$ cat config.mk
export PLATFORM = sky130hd
export DESIGN_NAME = pc_stack
export DESIGN_NICKNAME = d
export VERILOG_FILES = /design/src/rtl/pc_pkg.sv /design/src/rtl/pc_ret_stack.sv /design/src/rtl/pc_stack.sv
export SDC_FILE = /design/constraint.sdc
export NUM_CORES = 1
export LEC_CHECK = 0
export CORE_AREA = 2 2 75 77
export CTS_CLUSTER_SIZE = 28
export DETAILED_ROUTE_END_ITERATION = 6
export DIE_AREA = 0 0 77 79
export GPL_TIMING_DRIVEN = 0
export MAX_ROUTING_LAYER = met4
export SETUP_SLACK_MARGIN = 0.02
export SYNTH_ARGS = -nofsm -noshare
export SYNTH_HDL_FRONTEND = slang
export SYNTH_HIERARCHICAL = 1
export SYNTH_SLANG_ARGS = --single-unit
$ cat constraint.sdc
create_clock -name clk -period 3.45 [get_ports clk]
set_input_delay 0.69 -clock clk [delete_from_list [all_inputs] [get_ports clk]]
set_output_delay 0.69 -clock clk [all_outputs]
set_load 0.1 [all_outputs]
$ cat src/rtl/pc_pkg.sv
// Shared constants and types for the state-machine program counter and its return stack.
package pc_pkg;

  localparam int unsigned PC_RESET_VAL = 0;

  // Next-address source, listed from lowest to highest priority.
  typedef enum logic [1:0] {
    PC_CMD_SEQ,
    PC_CMD_JMP,
    PC_CMD_CALL,
    PC_CMD_RET
  } pc_cmd_e;

endpackage

$ cat src/rtl/pc_ret_stack.sv
// Subroutine return-address LIFO with occupancy, sticky overflow/underflow flags and optional
// debug read port (PC_STACK_DBG_EN).
module pc_ret_stack #(
  parameter int unsigned AddrW = 5,
  parameter int unsigned Depth = 4,
  parameter int unsigned SpW   = $clog2(Depth + 1)
) (
  input  logic             clk_i,
  input  logic             rst_ni,
  input  logic             clr_i,
  input  logic             push_i,
  input  logic             pop_i,
  input  logic [AddrW-1:0] push_data_i,
  output logic [AddrW-1:0] top_o,
  output logic [SpW-1:0]   depth_o,
  output logic             empty_o,
  output logic             full_o,
  output logic             overflow_o,
  output logic             underflow_o
`ifdef PC_STACK_DBG_EN
  ,
  input  logic [SpW-1:0]   dbg_addr_i,
  output logic [AddrW-1:0] dbg_data_o
`endif
);

  logic [AddrW-1:0] mem_q [Depth];
  logic [SpW-1:0]   depth_q, depth_d;
  logic             overflow_q, overflow_d;
  logic             underflow_q, underflow_d;
  logic             push_en;

  assign empty_o     = (depth_q == '0);
  assign full_o      = (depth_q == SpW'(Depth));
  assign depth_o     = depth_q;
  assign overflow_o  = overflow_q;
  assign underflow_o = underflow_q;

  // Pop wins over push; a push into a full stack is dropped.
  assign push_en = push_i & ~pop_i & ~clr_i & ~full_o;

  always_comb begin
    depth_d     = depth_q;
    overflow_d  = overflow_q;
    underflow_d = underflow_q;
    if (clr_i) begin
      depth_d     = '0;
      overflow_d  = 1'b0;
      underflow_d = 1'b0;
    end else if (pop_i) begin
      if (empty_o) underflow_d = 1'b1;
      else         depth_d     = depth_q - 1'b1;
    end else if (push_i) begin
      if (full_o) overflow_d = 1'b1;
      else        depth_d    = depth_q + 1'b1;
    end
  end

  always_ff @(posedge clk_i) begin
    if (!rst_ni) begin
      depth_q     <= '0;
      overflow_q  <= 1'b0;
      underflow_q <= 1'b0;
    end else begin
      depth_q     <= depth_d;
      overflow_q  <= overflow_d;
      underflow_q <= underflow_d;
    end
  end

  // Entry contents need no reset: only slots below depth_q are ever read.
  always_ff @(posedge clk_i) begin
    for (int i = 0; i < int'(Depth); i++) begin
      if (push_en && depth_q == SpW'(i)) mem_q[i] <= push_data_i;
    end
  end

  always_comb begin
    top_o = '0;
    for (int i = 0; i < int'(Depth); i++) begin
      if (depth_q == SpW'(i + 1)) top_o = mem_q[i];
    end
  end

`ifdef PC_STACK_DBG_EN
  always_comb begin
    dbg_data_o = '0;
    for (int i = 0; i < int'(Depth); i++) begin
      if (dbg_addr_i == SpW'(i) && SpW'(i) < depth_q) dbg_data_o = mem_q[i];
    end
  end
`else
`endif

endmodule

$ cat src/rtl/pc_stack.sv
// State-machine program counter with wrap, jump and CALL/RET return stack.
// Define PC_STACK_DBG_EN to expose the dbg_addr/dbg_data stack read port.
module pc_stack
  import pc_pkg::*;
#(
  parameter int unsigned ADDR_W = 5,
  parameter int unsigned DEPTH  = 4,
  parameter int unsigned SP_W   = $clog2(DEPTH + 1)
) (
  input  logic              clk,
  input  logic              reset,
  input  logic              penable,
  input  logic              stalled,
  input  logic              restart,
  input  logic              jmp,
  input  logic              call,
  input  logic              ret,
  input  logic [ADDR_W-1:0] din,
  input  logic [ADDR_W-1:0] pend,
  input  logic [ADDR_W-1:0] wrap_target,
  output logic [ADDR_W-1:0] dout,
  output logic [ADDR_W-1:0] index,
  output logic [SP_W-1:0]   depth,
  output logic              stack_empty,
  output logic              stack_full,
  output logic              overflow,
  output logic              underflow
`ifdef PC_STACK_DBG_EN
  ,
  input  logic [SP_W-1:0]   dbg_addr,
  output logic [ADDR_W-1:0] dbg_data
`endif
);

  logic [ADDR_W-1:0] index_q, index_d;
  logic [ADDR_W-1:0] seq_addr, next_addr, stk_top;
  logic              adv;
  pc_cmd_e           cmd;

  assign adv      = penable & ~stalled & ~restart;
  assign seq_addr = (index_q == pend) ? wrap_target : index_q + 1'b1;

  always_comb begin
    if (ret)       cmd = PC_CMD_RET;
    else if (call) cmd = PC_CMD_CALL;
    else if (jmp)  cmd = PC_CMD_JMP;
    else           cmd = PC_CMD_SEQ;
  end

  always_comb begin
    next_addr = seq_addr;
    unique case (cmd)
      PC_CMD_RET:  next_addr = stack_empty ? seq_addr : stk_top;
      PC_CMD_CALL: next_addr = din;
      PC_CMD_JMP:  next_addr = din;
      PC_CMD_SEQ:  next_addr = seq_addr;
    endcase
  end

  always_comb begin
    index_d = index_q;
    if (restart)  index_d = ADDR_W'(PC_RESET_VAL);
    else if (adv) index_d = next_addr;
  end

  always_ff @(posedge clk) begin
    if (!reset) index_q <= ADDR_W'(PC_RESET_VAL);
    else        index_q <= index_d;
  end

  assign dout  = adv ? next_addr : index_q;
  assign index = index_q;

  // The return address is the wrap-adjusted sequential successor of the call site.
  pc_ret_stack #(
    .AddrW (ADDR_W),
    .Depth (DEPTH),
    .SpW   (SP_W)
  ) u_ret_stack (
    .clk_i       (clk),
    .rst_ni      (reset),
    .clr_i       (restart),
    .push_i      (adv && cmd == PC_CMD_CALL),
    .pop_i       (adv && cmd == PC_CMD_RET),
    .push_data_i (seq_addr),
    .top_o       (stk_top),
    .depth_o     (depth),
    .empty_o     (stack_empty),
    .full_o      (stack_full),
    .overflow_o  (overflow),
    .underflow_o (underflow)
`ifdef PC_STACK_DBG_EN
    ,
    .dbg_addr_i  (dbg_addr),
    .dbg_data_o  (dbg_data)
`endif
  );

endmodule

== Word-level counts from Yosys, hierarchy flattened ==
Memory sizes are Yosys's and may differ from the RTL's.
Cells that the tools add are included.

* Bits in writable memories: 20
* Register bits: 10
* Memories kept: 1

{| class="wikitable"
|+ Memory list
! name !! words !! width !! read ports !! clocked after memory_dff !! wr ports !! line !! RTL
|-
| u_ret_stack.mem_q || 4 || 5 || 4 || 0 || 1 || pc_ret_stack.sv:27 || <nowiki>logic [AddrW-1:0] mem_q [Depth];</nowiki>
|}

* Reduce and logical (&&, ||, !) cells: 17
* Add/subtract/negate cells: 3
* Equality and inequality tests: 10
* Mux-type cells: 32
* Bitwise gates (word level): 10

{| class="wikitable"
|+ Operators with widths
! operator !! number
|-
| $mux 5 || 10
|-
| $pmux 5 s3 || 1
|-
| $reduce_or 5->1 || 3
|-
| $mux 1 || 12
|-
| $mux 3 || 4
|-
| $mux 2 || 5
|-
| $eq 3x2->1 const B || 2
|-
| $logic_and 1x1->1 || 6
|-
| $reduce_and 3->1 || 2
|-
| $add 5x1->5 const B || 1
|-
| $and 1x1->1 || 5
|-
| $eq 5x5->1 || 1
|-
| $not 1->1 || 5
|-
| $eq 2x2->1 const B || 2
|-
| $reduce_or 2->1 || 2
|-
| $add 3x1->3 const B || 1
|-
| $eq 3x1->1 const B || 1
|-
| $eq 3x3->1 const B || 1
|-
| $logic_not 3->1 || 1
|-
| $sub 3x1->3 const B || 1
|-
| $eq 2x1->1 const B || 1
|-
| $logic_not 2->1 || 1
|-
| $ne 2x1->1 const B || 1
|-
| $ne 2x2->1 const B || 1
|-
| other kinds (2) || 2
|}

== Longest topological paths before layout ==
Gate-level depths: netlist of the first run.

* Word-level depth: 16
* Gate-level depth with buffers: 12
* Mapped depth without buffers: 11

== Hierarchy ==
Netlist of the first run, hierarchy kept.

{| class="wikitable"
|+ Modules (own cells, without submodules)
! module !! area each (µm²) !! sequential area each (µm²) !! instances !! cells an instance
|-
| pc_ret_stack || 1168.6 || 700.7 || 1 || 90
|-
| pc_stack || 912.1 || 100.1 || 1 || 109
|}

== Worst setup path before layout of the first run ==
No wires, ideal clock.

* Path type: reg2out
* From: register u_ret_stack.depth_q[0] (netlist: u_ret_stack/depth_o[0])
* To: output port dout[0]
* Slack: -1529 ps
* Data arrival time: 4289 ps
* Stages on the path, launching flop included: 11
* Cell sequence: dfxtp_1 > inv_1 > ha_1 > or2b_1 > inv_1 > bufbuf_16 > o21ai_0 > a31o_2 > a31oi_1 > a211oi_2 > nor2_1

* Elaborated cells between the ends (all ways): 12

{| class="wikitable"
|+ RTL lines
! what !! line !! RTL
|-
| from (decl) || pc_ret_stack.sv:28 || <nowiki>logic [SpW-1:0] depth_q, depth_d;</nowiki>
|-
| from (signal assigned) || pc_ret_stack.sv:65 || <nowiki>depth_q <= depth_d;</nowiki>
|-
| $logic_not 3->1 || pc_ret_stack.sv:33 || <nowiki>assign empty_o = (depth_q == '0);</nowiki>
|-
| net stack_empty || pc_stack.sv:24 || <nowiki>output logic stack_empty,</nowiki>
|-
| $mux 5 || pc_stack.sv:53 || <nowiki>PC_CMD_RET: next_addr = stack_empty ? seq_addr : stk_top;</nowiki>
|-
| $pmux 5 s3 || pc_stack.sv:52 || <nowiki>unique case (cmd)</nowiki>
|-
| $mux 5 || -- ||
|-
| to (decl) || pc_stack.sv:21 || <nowiki>output logic [ADDR_W-1:0] dout,</nowiki>
|}

The timed path passes the listed nets, and every way through them passes these cells.

== Final worst setup path of the first run ==
* From: input port ret
* To: output port dout[3]

* Cells in the longest elaborated chain, start to end: 5
* Elaborated cells between the ends (all ways): 8

{| class="wikitable"
|+ RTL lines
! what !! line !! RTL
|-
| from (decl) || pc_stack.sv:17 || <nowiki>input logic ret,</nowiki>
|-
| $mux 2 * || pc_stack.sv:44 || <nowiki>if (ret) cmd = PC_CMD_RET;</nowiki>
|-
| $eq 2x2->1 or $eq 2x1->1 (tied branches) || pc_stack.sv:52 ||
|-
| $reduce_or 2->1 (no source line) || -- ||
|-
| $pmux 5 s3 * || pc_stack.sv:52 ||
|-
| $mux 5 * || -- ||
|}

Every way passes the cells marked *; elsewhere a longest branch is shown, timed or not.

==> impl_metrics.json, run 1 <==
{
  "pin_count": 40,
  "synth_compound_area_share_pct": 18.6,
  "clkTransAtPathRegs_ns": 0.07,
  "register_area_um2": 812,
  "synthAdderAreaFrac_pct": 6.61,
  "hpwl_um": 3800,
  "power_density_nw_per_um2": 286,
  "end_kind": "output port",
  "ir_worst_vdd_mv": 0.208,
  "gp_congestion": 0.857,
  "num_vias": 1731,
  "grt.overflow.total": 0,
  "first_global_vias": 1701,
  "syn_inst": 199,
  "skew_ns": 0.00390,
  "period_needed_ns": 3.37,
  "status": "finished clean",
  "required_ns": 2.76,
  "setup_violations": 0,
  "fin_util_pct": 57.4,
  "grt_pass1_wl_um": 8410,
  "initial_utilization_pct": 39.0,
  "core_region_area_um2": 5340,
  "avgViaCountPerCell": 5.28,
  "ys_ff_latch": 30,
  "synthSimpleGateAreaFrac_pct": 22.0,
  "synth_seq_area_share_pct": 38.5,
  "firstDrtPassIters": 4,
  "fp.dieW_um": 77,
  "cts_tree": "yes",
  "rsz0062_at_grt": "true",
  "grtUsageTotal_pct": 18.3,
  "yosysWarningCount": 6,
  "fmax_mhz": 297,
  "dp_cells": 310,
  "n_fill_cell": 516,
  "multi_input_area_um2": 1410,
  "syn2layout_area_growth_pct": 47.1,
  "synth-async-reset-ratio_pct": 0,
  "synthMuxAreaShare_pct": 1.56,
  "detail-route-antenna-nets": 0,
  "die_h_um": 79,
  "p_total_w": 0.000876,
  "fin_nets": 289,
  "synth.distinct_cells": 50,
  "p_leak_nw": 1.08,
  "drt-wirelength-per-cell_um": 16.2,
  "hold_viol_final": 0,
  "worstPathArrival_ns": 2.68,
  "clock_sinks": 30,
  "fin_crit_sh_pct": 97.5,
  "relSlewSlack_pct": 34.7,
  "drtIter0Drc": 56,
  "grt_max_degree": 11,
  "hold_path.class": "reg -> reg",
  "num_antenna_cells": 0,
  "netlist_area_um2": 2080,
  "h-tree-depth": 2,
  "synth_edf_count": 20,
  "cts_made_buffers": 5,
  "crit_path_max_fanout": 6,
  "rows": 27,
  "finalNonFillerCells": 328,
  "path_class": "in -> out",
  "postSynthNetCount": 233,
  "dieArea_um2": 6080,
  "antenna_found_initial": 0,
  "route.final.wire_length_um": 5330,
  "synth_top_family_by_area": "simple AND/OR/NAND/NOR gates",
  "clockBufferDepth": 2,
  "slew_viol_final": 0,
  "final.setup.tns_ns": 0,
  "portBuffers": 39,
  "drcViolationCount": 0,
  "insertion_delay_ns": 0.28,
  "synth-main-ff-cell": "edfxtp_1",
  "synth-xor-area-share_pct": 6.55,
  "cap_violations": 0,
  "avgSynthCellArea_um2": 10.5,
  "cp-start-kind": "input port",
  "drive_gt1_share_pct": 38.7,
  "clockRootBuffer": "clkbuf_8",
  "tightest_slew_ns": 0.976
}
==> final cells by class <==
class	instances	share of cell area, %
Clock buffer	5	2.25
Buffer	9	3.64
Multi-Input combinational cell	150	45.9
Sequential cell	30	26.5
Tap cell	72	2.94
Inverter	10	1.51
Timing Repair Buffer	49	16.7
Clock inverter	3	0.531
==> layout by cell type, fill, tap and decap left out, types with 3 or more instances in the layout <==
master,n
a221o_2,5
buf_6,5
o21ai_1,4
and2_1,5
nor2_1,14
ha_4,5
nor3b_1,4
o21ai_0,3
inv_1,6
nor4b_2,3
a21oi_1,7
nor3_1,5
o21ai_2,3
nor2b_1,6
ha_1,4
nand2_1,12
xor2_1,3
edfxtp_1,20
buf_4,9
nand3_1,5
a21oi_2,3
xnor2_2,3
clkbuf_8,6
a221oi_1,3
dfxtp_4,3
dfxtp_1,7
nor2_4,6
clkdlybuf4s50_1,33
nor3b_2,3
buf_8,3
buf_12,3
==> through the flow <==
step                instance area, um^2  hold slack (ns)  setup slack [ns]
detailed placement                 2640            0.453             -1.10
global placement                   2640            0.448             -1.07
floorplan                          2150            0.721           -0.0596
finish                             3060            0.466            0.0847
global route                       3060            0.507           -0.0236
CTS                                2800            0.471           -0.0443
==> worst paths after layout <==
check / slack [ns] / end / cells past startpoint / from
setup reg to reg: 0.92 / index[2] / 11 / u_ret_stack/depth_o[1]
hold / removal: 0.47 / u_ret_stack/overflow_o / 2 / u_ret_stack/overflow_o
setup / recovery: 0.08 / dout[3] / 12 / ret
hold reg to reg: 0.47 / u_ret_stack/overflow_o / 2 / u_ret_stack/overflow_o
==> metal layers <==
metal,wire (um),track usage [%]
met1,2530,23.9
met2,2630,29.7
met3,96,2.27
met4,71,6.25
met5,0,-
==> synth_stat cells, types with 2 or more instances <==
master,number,area share (%)
nor4b_1,3,1.3
a21oi_1,8,1.9
o21ai_0,6,1.4
a221oi_1,6,2.5
a211oi_2,4,2.4
buf_2,4,0.96
edfxtp_1,20,29
buf_6,3,1.6
xor2_1,3,1.3
nand2_1,13,2.3
a21oi_2,2,0.84
mux2_2,2,1.1
nand2b_1,2,0.60
xnor2_1,2,0.84
a31oi_1,2,0.60
a221o_2,5,2.7
o21ai_1,4,0.96
or3_4,2,1.1
nor3_1,6,1.4
dfxtp_1,10,9.6
nor2b_1,8,2.4
xnor2_2,3,2.3
ha_1,11,6.6
inv_1,10,1.8
a31oi_2,2,1.2
o41a_1,2,1.1
nor2_1,20,3.6
nand3_1,5,1.2
and2_1,5,1.5
nor3b_1,6,2.2
==> flip-flops by register name, indices dropped and copies added, names as in the netlist <==
name / count
index: 5
u_ret_stack/depth_o: 3
u_ret_stack/mem_q: 20
u_ret_stack/overflow_o: 1
u_ret_stack/underflow_o: 1
==> repair_timing <==
action / in CTS / in global routing
hold buffers: 0 / 0
setup buffers: 1 / 9
setup endpoints to repair: 20 / 15
resized for setup: 54 / 42
pin swaps: 4 / 8
==> logic make-up (layout without fill, tap and decap cells) <==
family	after synthesis	in the layout
AOI/OAI and AO/OA	46	46
muxes	3	3
and+or+nand+nor	80	80
buffers and inverters	19	76
adders and majority gates	11	11
DFF	30	30
xor gates and xnor gates	10	10
==> worst max-delay path, cell delays in order <==
cell and delay (ns):
clkdlybuf4s50_1 0.44, or2_4 0.29, ha_2 0.18, buf_6 0.13
buf_6 0.13, buf_4 0.13, nor3b_2 0.14, a31oi_1 0.06
nand2_1 0.11, a31oi_4 0.05, nor2_4 0.12, buf_12 0.18
==> power breakdown <==
part	leakage [nW]	internal [W]	switching, W	total [W]
Clock	0.0416	0.000138	0.000141	0.000279
Combinational	0.762	0.0000917	0.000120	0.000211
Sequential	0.272	0.000382	0.00000326	0.000385
Total	1.08	0.000612	0.000264	0.000876
No activity file was read; power rests on OpenSTA's default activity.
==> run 2, diff against run 1 <==
--- a/config.mk
+++ b/config.mk
@@ -9,7 +9,7 @@
 export CTS_CLUSTER_SIZE = 28
 export DETAILED_ROUTE_END_ITERATION = 6
 export DIE_AREA = 0 0 77 79
-export GPL_TIMING_DRIVEN = 0
+export GPL_TIMING_DRIVEN = 1
 export MAX_ROUTING_LAYER = met4
 export SETUP_SLACK_MARGIN = 0.02
 export SYNTH_ARGS = -nofsm -noshare
==> run 2 against run 1 <==
  * Clock skew increased by 0.00068 ns
  * Sequential power about the same
  * Worst hold slack better by 0.0084 ns
  * Global-route usage down 0.98 points
  * Fmax grew 1.0%
  * Wire length shrank 8.4%
  * Utilization shrank 3.8 points
  * Sequential share of layout area grew 1.9 points
  * Via count down 3.2%
  * First-iteration DRC count increased by 29%
  * Final cell count down 0.91%
==> impl_metrics.json, run 2 (same netlist as run 1, synthesis figures left out) <==
{
  "dp_cells": 311,
  "route.final.wire_length_um": 4880,
  "mostFrequentLayoutCell": "clkdlybuf4s50_1",
  "num_antenna_cells": 0,
  "core_region_area_um2": 5340,
  "final_area_um2": 2860,
  "drtIter0Drc": 72,
  "n_fill_cell": 528,
  "required_ns": 2.76,
  "gp_congestion": 0.883,
  "die_h_um": 79,
  "finalNonFillerCells": 325,
  "h-tree-depth": 2,
  "period_needed_ns": 3.33,
  "setup_violations": 0,
  "clock_sinks": 30,
  "register_area_um2": 812,
  "cap_violations": 0,
  "pin_count": 40,
  "grt_max_degree": 15,
  "p_leak_nw": 1.03,
  "ir_worst_vdd_mv": 0.188,
  "firstDrtPassIters": 4,
  "cts_made_buffers": 5,
  "hold_path.class": "reg -> reg",
  "status": "finished clean",
  "final_cell_mix": "26 x clkdlybuf4s50_1, 24 x buf_4, 20 x edfxtp_1",
  "placed_area_um2": 2660,
  "drcViolationCount": 0,
  "fp.dieW_um": 77,
  "largest_reg_flops": 20,
  "end_kind": "output port",
  "grt.overflow.total": 0,
  "power_density_nw_per_um2": 299,
  "cp-start-kind": "input port",
  "dieArea_um2": 6080,
  "fin_nets": 286,
  "detail-route-antenna-nets": 0,
  "skew_ns": 0.00458,
  "clkTransAtPathRegs_ns": 0.07,
  "first_global_vias": 1667,
  "insertion_delay_ns": 0.29,
  "crit_path_max_fanout": 4,
  "path_class": "in -> out",
  "avgViaCountPerCell": 5.15,
  "worst_slack_ns": 0.118,
  "fmax_mhz": 300,
  "grt_pass1_wl_um": 8040,
  "syn2layout_area_growth_pct": 37.5,
  "top_register": "u_ret_stack/mem_q",
  "cp_cell_sequence": "clkdlybuf4s50_1, or2_2, inv_1, ha_1, nor2b_2, nand3_1, o21ai_1, a211oi_4, nor2_4, buf_12",
  "num_vias": 1675,
  "fin_crit_sh_pct": 96.6,
  "rsz0062_at_grt": "true",
  "tightest_slew_ns": 0.962,
  "hold_viol_final": 0,
  "portBuffers": 39,
  "clockBufferDepth": 2,
  "slew_viol_final": 0,
  "grtUsageTotal_pct": 17.3,
  "slowest_stage": "clkdlybuf4s50_1",
  "critPathMaxStageDelay_ns": 0.41,
  "rows": 27,
  "drt-wirelength-per-cell_um": 15.0,
  "cts_tree": "yes",
  "initial_utilization_pct": 39.0,
  "antenna_found_initial": 0,
  "clockRootBuffer": "clkbuf_8",
  "hold_depth": 2,
  "reg2regPathDepth": 11,
  "hpwl_um": 3680,
  "drive_gt1_share_pct": 35.6,
  "preCtsSetupSlack_ns": 0.00731,
  "relSlewSlack_pct": 35.7,
  "worstPathArrival_ns": 2.64,
  "multi_input_area_um2": 1290
}
==> run 2: cell types whose count changed in the layout (fill, tap and decap cells not counted), moves of 3 or more <==
cell and change:
buf_4 +15, clkdlybuf4s50_1 -7, buf_6 -5, nor4b_1 +3
buf_8 -3, nor4b_2 -3
==> run 2: timing repair <==
item                       4_1_cts  5_1_grt
buffers inserted                 0        6
hold buffers                     0        0
gates resized for setup          4       13
pin swaps                        1        4
setup endpoints to repair        3        5
==> run 2: path summary, 6_finish.rpt <==
check                         startpoint                endpoint  slack (ns)
hold reg to reg   u_ret_stack/overflow_o  u_ret_stack/overflow_o        0.47
setup reg to reg  u_ret_stack/depth_o[0]                index[0]        1.11
setup / recovery                    call                 dout[1]        0.12
hold / removal    u_ret_stack/overflow_o  u_ret_stack/overflow_o        0.47
==> run 2: worst max-delay path: cells and delay by family <==
family / cells / cell delay, ns
adders and majority gates: 1 / 0.18
AOI/OAI and AO/OA: 2 / 0.30
and+or+nand+nor: 4 / 0.80
buffers and inverters: 3 / 0.67
==> run 2: layout make-up <==
cell class	count	area share [%]
Clock buffer	5	2.41
Clock inverter	3	0.569
Inverter	10	1.62
Multi-Input combinational cell	150	45.0
Sequential cell	30	28.4
Tap cell	72	3.15
Timing Repair Buffer	55	18.9
==> run 2: metrics by stage <==
| step | power, W | util [%] | TNS [ns] | hold WS (ns) |
|---|---|---|---|---|
| final | 0.000855 | 53.6 | 0 | 0.474 |
| after global routing | 0.000890 | 53.6 | -0.00148 | 0.518 |
| after CTS | 0.000855 | 51.6 | -0.0227 | 0.478 |
| after detailed placement | 0.000574 | 49.7 | 0 | 0.460 |
| after global placement | 0.000575 | 49.7 | 0 | 0.448 |
| after floorplan | 0.000509 | - | -0.0596 | 0.721 |
==> run 2: routing by layer <==
metal / wire [um] / vias up / part of all wire (%) / GRT usage (%)
met3: 240 / 6 / 4.9 / 3.86
li1: - / 836 / - / -
met1: 2280 / 793 / 47 / 22.5
met5: 0 / - / 0 / -
met4: 66 / 0 / 1.4 / 5.36
met2: 2300 / 40 / 47 / 27.2
==> run 2: where the power goes <==
part	total [W]	switching, W	internal (W)
logic	0.000189	0.000108	0.0000801
clock network	0.000280	0.000143	0.000138
registers	0.000386	0.00000386	0.000382
